File: src/rtl/slave_bus_port.sv
// slave_bus_port: deserializes one arbiter frame, performs a single memory read or write,
// and serializes read data back on ready_o/data_out_o.
module slave_bus_port #(
  parameter int ADDR_WIDTH   = 12,
  parameter int DATA_WIDTH   = 8,
  parameter int READ_LATENCY = 1
) (
  input  logic                  clk_i,
  input  logic                  rst_ni,
  input  logic                  valid_i,
  input  logic                  address_i,
  input  logic                  data_i,
  output logic                  ready_o,
  output logic                  data_out_o,
  output logic [ADDR_WIDTH-1:0] mem_addr_o,
  output logic [DATA_WIDTH-1:0] mem_wdata_o,
  output logic                  mem_we_o,
  output logic                  mem_re_o,
  input  logic [DATA_WIDTH-1:0] mem_rdata_i
);
  localparam int CW = $clog2(ADDR_WIDTH + 1);
  typedef enum logic [2:0] {IDLE, RX, ACCESS, RDWAIT, TX, DONE, WAITLOW} state_t;
  state_t                state_q;
  logic                  rw_q;
  logic [CW-1:0]         cnt_q;
  logic [ADDR_WIDTH-1:0] addr_sh_q, addr_sh_d;
  logic [DATA_WIDTH-1:0] data_sh_q, data_sh_d, tx_q;
  logic                  data_take;
  // Serial bits arrive LSB first, so each new bit enters at the top and walks down.
  assign data_take = rw_q && (cnt_q < CW'(DATA_WIDTH));
  assign addr_sh_d = {address_i, addr_sh_q[ADDR_WIDTH-1:1]};
  assign data_sh_d = data_take ? {data_i, data_sh_q[DATA_WIDTH-1:1]} : data_sh_q;
  always_ff @(posedge clk_i or negedge rst_ni) begin
    if (!rst_ni) begin
      state_q     <= IDLE;
      rw_q        <= 1'b0;
      cnt_q       <= '0;
      addr_sh_q   <= '0;
      data_sh_q   <= '0;
      tx_q        <= '0;
      ready_o     <= 1'b0;
      data_out_o  <= 1'b0;
      mem_addr_o  <= '0;
      mem_wdata_o <= '0;
      mem_we_o    <= 1'b0;
      mem_re_o    <= 1'b0;
    end else begin
      mem_we_o <= 1'b0;
      mem_re_o <= 1'b0;
      case (state_q)
        IDLE: if (valid_i) begin
          rw_q    <= address_i;
          cnt_q   <= '0;
          state_q <= RX;
        end
        RX: if (!valid_i) begin
          state_q   <= IDLE;
          cnt_q     <= '0;
          addr_sh_q <= '0;
          data_sh_q <= '0;
        end else begin
          addr_sh_q <= addr_sh_d;
          data_sh_q <= data_sh_d;
          cnt_q     <= cnt_q + 1'b1;
          if (cnt_q == CW'(ADDR_WIDTH - 1)) begin
            state_q     <= ACCESS;
            mem_addr_o  <= addr_sh_d;
            mem_wdata_o <= data_sh_d;
            mem_we_o    <= rw_q;
            mem_re_o    <= !rw_q;
          end
        end
        ACCESS: begin
          cnt_q   <= '0;
          ready_o <= rw_q;
          state_q <= rw_q ? DONE : RDWAIT;
        end
        RDWAIT: if (cnt_q == CW'(READ_LATENCY - 1)) begin
          cnt_q      <= '0;
          state_q    <= TX;
          ready_o    <= 1'b1;
          data_out_o <= mem_rdata_i[0];
          tx_q       <= mem_rdata_i >> 1;
        end else begin
          cnt_q <= cnt_q + 1'b1;
        end
        TX: if (cnt_q == CW'(DATA_WIDTH - 1)) begin
          state_q    <= WAITLOW;
          ready_o    <= 1'b0;
          data_out_o <= 1'b0;
        end else begin
          cnt_q      <= cnt_q + 1'b1;
          data_out_o <= tx_q[0];
          tx_q       <= tx_q >> 1;
        end
        DONE: begin
          ready_o <= 1'b0;
          state_q <= WAITLOW;
        end
        WAITLOW: if (!valid_i) begin
          state_q   <= IDLE;
          cnt_q     <= '0;
          addr_sh_q <= '0;
          data_sh_q <= '0;
        end
        default: state_q <= IDLE;
      endcase
    end
  end
endmodule

File: config.mk
export PLATFORM = sky130hd
export DESIGN_NAME = slave_bus_port
export DESIGN_NICKNAME = d
export VERILOG_FILES = /design/src/rtl/slave_bus_port.sv
export SDC_FILE = /design/constraint.sdc
export NUM_CORES = 1
export LEC_CHECK = 0
export ABC_AREA = 1
export CAP_MARGIN = 10
export CORE_MARGIN = 3
export CORE_UTILIZATION = 60
export CTS_BUF_LIST = sky130_fd_sc_hd__clkbuf_4 sky130_fd_sc_hd__clkbuf_8
export DETAILED_ROUTE_END_ITERATION = 8
export MAX_ROUTING_LAYER = met4
export PLACE_DENSITY = 0.95
export SLEW_MARGIN = 30
export SYNTH_ARGS = -nofsm -noshare
export SYNTH_HDL_FRONTEND = slang
export SYNTH_SLANG_ARGS = --single-unit
File: constraint.sdc
create_clock -name clk_i -period 2.7 [get_ports clk_i]
set_input_delay 0.27 -clock clk_i [delete_from_list [all_inputs] [get_ports clk_i]]
set_output_delay 0.27 -clock clk_i [all_outputs]
set_load 0.01 [all_outputs]
# Word level (Yosys, flattened, before mapping)
# Index checks and enable logic that the tools add are counted.
[word_totals]
out_inout_bits = 24
register_bits = 60
elab_cells = 80
in_bits = 13
[classes]
n_mux = 36
reduce_logical = 16
n_eq_ne = 14
order_cmp = 1
n_addsub = 1
[op_table]
columns = ["cell", "n"]
rows = [
  ["$mux 8", 5],
  ["$pmux 8 s2", 2],
  ["$mux 12", 2],
  ["$pmux 12 s2", 1],
  ["$pmux 4 s6", 1],
  ["$mux 3", 7],
  ["$pmux 3 s7", 1],
  ["$mux 4", 5],
  ["$mux 1", 10],
  ["$ne 2x2->1 const B", 5],
  ["$eq 3x3->1 const B", 3],
  ["$reduce_and 3->1", 3],
  ["$eq 3x2->1 const B", 2],
  ["$reduce_and 2->1", 3],
  ["$reduce_bool 6->1", 1],
  ["$reduce_and 5->1", 1],
  ["$add 4x1->4 const B", 1],
  ["$eq 4x3->1 const B", 1],
  ["$eq 4x4->1 const B", 1],
  ["$logic_not 4->1", 1],
  ["$lt 4x4->1 const B", 1],
  ["$pmux 1 s4", 1],
  ["$reduce_and 4->1", 1],
  ["$reduce_bool 2->1", 2],
  ["other kinds (7)", 7],
]

# Depth between registers and ports, before layout
[depth]
depth_word = 5
mapped_depth = 10
depth_no_buf = 9

# Worst setup path before layout
# OpenSTA, ideal clock, no wires.
[synth_timing]
path_kind = "register to register"
start = "register cnt_q[0]"
end = "register state_q[1]"
t_required_ns = 2.584
arrival_ns = 1.264
n_path_buf = 0
slack_ns = 1.320
path_stages_with_launch = 9
synth_period_minus_slack_ns = 1.380
setup_time_ns = 0.116
cell_sequence = "dfrtp_1 ha_1 nand2_1 nor2_2 nor2_1 nor2_1 nand2_1 nand2_1 nand2_1"
[synth_via]
elab_chain_cells = 3
word_cells_on_any_way = 7
classes_between = "eq/ne (5); reduce/logical (2)"
[synth_lines]
columns = ["element", "line", "rtl"]
rows = [
  ["start: declaration", "25", "logic [CW-1:0] cnt_q;"],
  ["start signal: assignment", "64", "cnt_q <= cnt_q + 1'b1;"],
  ["start signal: assignment", "85", "cnt_q <= cnt_q + 1'b1;"],
  ["start signal: assignment", "92", "cnt_q <= cnt_q + 1'b1;"],
  ["$eq 4x4->1 (tied with other cells)", "65", "if (cnt_q == CW'(ADDR_WIDTH - 1)) begin"],
  ["$ne 3x3->1 (no source line) / $ne 2x2->1 (equally long branches)", "-", ""],
  ["$reduce_and 5->1 (no source line) *", "-", ""],
  ["end signal: assignment", "76", "state_q <= rw_q ? DONE : RDWAIT;"],
  ["end: declaration", "23", "state_t state_q;"],
]
# Mark *: on every way between the ends. The rest lies on a longest branch, timed or not.
# A chain may end at the register's enable or synchronous reset.

# Worst setup path after layout
[layout_timing]
start = "register state_q[2]"
end = "register mem_addr_o[6]"
[layout_via]
elab_chain_cells = 2
[layout_lines]
columns = ["element", "line", "rtl"]
rows = [
  ["$eq 3x1->1", "50", "case (state_q)"],
  ["$reduce_and 3->1 (no source line)", "-", ""],
  ["end signal: assignment", "67", "mem_addr_o <= addr_sh_d;"],
  ["end: declaration", "15", "output logic [ADDR_WIDTH-1:0] mem_addr_o,"],
]
# No other way between the ends.

==> impl_metrics.ini <==
[route]
wl_per_cell_um = 14.07
met2_length_mm = 2.998
top_layer_used = met4
via_per_inst = 5.447
drt-total-wl_mm = 6.105
met1_length_mm = 2.688
drt_iter0_drc = 308
first_pass_iters = 4
wl_met3_um = 353
drc = 0
vias = 2364
detail-route-antenna-nets = 0

[synthesis]
yosys_warnings = 0
synth_fp_nets = 357
synth_edf_count = 0
synth_seq_cells = 58
synth_top_flop_cell = dfrtp_1
avgSynthCellArea_um2 = 8.460
syn_area_um2 = 2877
synth.distinct_cells = 30
netlist_instances = 340
async_flop_share_pct = 100.0
seq_area_frac_synth_pct = 50.46

[finish]
diodes = 0
final_layout_size_suffix_gt1_share_pct = 13.87
syn_to_final_growth_pct = 20.36
final_nets = 394

[timing]
final_max_slew_viol_count = 0
final_hold_viol_count = 0
setup_viol = 0
rsz0062_at_grt = no
fin_tns_setup_ps = 0
clock_skew_ps = 9.682
finalCritPeriodShare_pct = 68.81
slew_headroom_pct = 63.34
layout_setup_ws_ps = 842.1
fin_crit_ps = 1858
tightest_slew_ps = 547.8
fmax_mhz = 538.2

[placement]
detailedPlace.worstSlack_ps = 622.5
gp_congestion = 0.9214
portBuffers = 36
hpwl_mm = 4.062

[setup_path]
r2r_slack_ps = 840
crit_start = state_q[2]
startpoint_type = flip-flop
crit_path_end_kind = flip-flop
worstPathRequired_ps = 2930
crit_chain = inv_1, nand4_4, nor2_8, inv_4, nand2_1, o21ai_2
crit_arrival_ps = 2090
reg2reg_depth = 6
crit_type = reg2reg
timing.rr.end = mem_addr_o[6]
crit_path_top_delay_cell = dfrtp_1
rr_startpoint = state_q[2]
endpoint = mem_addr_o[6]
max_stage_delay_ps = 570
cp_max_fo = 34

[clock_network]
cts_setup_buffers = 0
cts_hold_buf = 1
path_clk_slew_ps = 70
cts_buffers = 9
h-tree-depth = 3
cts_resized = 0
cts.sinks = 58
cts_root_buffer = clkbuf_8
clk_latency_ps = 340
cts_max_path_buffers = 2
cts_tree = built

[pwr]
powerDensity_nw_per_um2 = 887.0
irDropWorstVdd_v = 0.0005146
leakagePower_nw = 1.731
power_mw = 3.071

[floorplan]
core_area_um2 = 4504
pin_count = 37
die_y_um = 75.24
die_w_um = 75.24
rows = 24
start_util_pct = 63.86
dieArea_um2 = 5661

[flow_run]
drv_cap = 0

[run_status]
status = complete, no violations

[grt]
grtUsageTotal_pct = 25.49
grt_max_degree = 41
antenna_found_initial = 0
grt_pass1_wl_mm = 10.41
grt_pass1_vias = 2203
grt-ovfl-total = 0

[worst_hold_path]
hold_path.class = in2async
routing by layer:
metal  track usage, %  vias up
li1                 -     1152
met1            32.32     1115
met2            39.56       89
met3            7.744        8
met4            7.767        0
met5                -        -
registers in the layout, summed over array words and instances, names as in the netlist:
name and cells:
state_q 3, cnt_q 4, data_sh_q 8, addr_sh_q 11
mem_re_o 1, tx_q 7, ready_o 1, rw_q 1
mem_we_o 1, mem_addr_o 12, mem_wdata_o 8, data_out_o 1
Yosys cell counts, types with 3 or more instances:
cell	n	share of area, %
buf_4	3	0.78
o22ai_1	12	2.6
inv_1	32	4.2
dfrtp_1	58	50
buf_6	6	2.3
nand2_1	126	16
nor2_2	4	0.87
ha_1	4	1.7
nand2_2	3	0.65
nor2_1	15	2.0
nand3_1	19	3.3
o21ai_2	14	4.3
o21ai_1	17	3.0
inv_2	5	0.65
placed cells by master, fill, tap and decap left out, types with 2 or more instances in the layout:
cell	n
o21ai_0	2
o21ai_1	17
nor2_1	15
o21ai_2	14
inv_2	5
nand2_1	126
clkbuf_8	11
o22ai_1	12
clkdlybuf4s50_1	35
ha_1	4
clkinv_2	2
nand2_2	3
nand4_1	2
inv_1	32
a21oi_1	2
nand3_1	19
nand3_2	2
bufinv_16	3
nor2_2	4
dfrtp_1	58
xor2_1	2
where the power goes:
group | leakage (nW) | internal (mW) | switching [mW] | total, mW
combinational | 0.813 | 0.296 | 0.602 | 0.898
sequential | 0.789 | 1.01 | 0.147 | 1.16
clock | 0.129 | 0.660 | 0.351 | 1.01
total | 1.73 | 1.97 | 1.10 | 3.07
cell families (layout without fill, tap and decap cells):
family	after synthesis	count (layout)	synth area share, %
AND/OR/NAND/NOR	176	176	26.75
flip-flops	58	58	50.46
AO/OA/AOI/OAI	50	50	11.79
buffers and inverters	50	92	8.656
adder cells (fa/ha/maj)	4	4	1.740
XOR/XNOR	2	2	0.6091
cell type report:
class	instances	area (µm²)
flip-flops and latches	58	1451
multi-input cells	232	1176
fillers	298	1042
repair buffers	38	372.9
clock buffers	11	151.4
inverters	38	145.1
clock inverters	5	100.1
well taps	52	65.06
worst min path at each step:
stage / start / endpoint / depth (start not counted)
floorplan: rst_ni / addr_sh_q[10] / 0
global placement: rst_ni / state_q[0] / 1
detailed placement: rst_ni / state_q[0] / 1
CTS: rst_ni / cnt_q[2] / 2
global route: rst_ni / state_q[0] / 2
finish: rst_ni / cnt_q[2] / 2
per-stage QoR:
step	hold WS, ps	utilization (%)	std cells	cell area [µm²]
2_1_floorplan	-25.59	-	340	2877
3_3_place_gp	230.2	71.06	417	3201
3_5_place_dp	233.9	71.06	417	3201
4_1_cts	404.1	76.86	434	3462
5_1_grt	433.0	76.86	434	3462
6_report	400.1	76.86	434	3462
worst max-delay path: cells and delay by family (launching register included):
family	cells	cell delay (ps)
flops	1	570
buf+inv	2	420
compound gates	1	60
simple gates	3	680
Note: power is estimated with default switching activity, not from simulation.
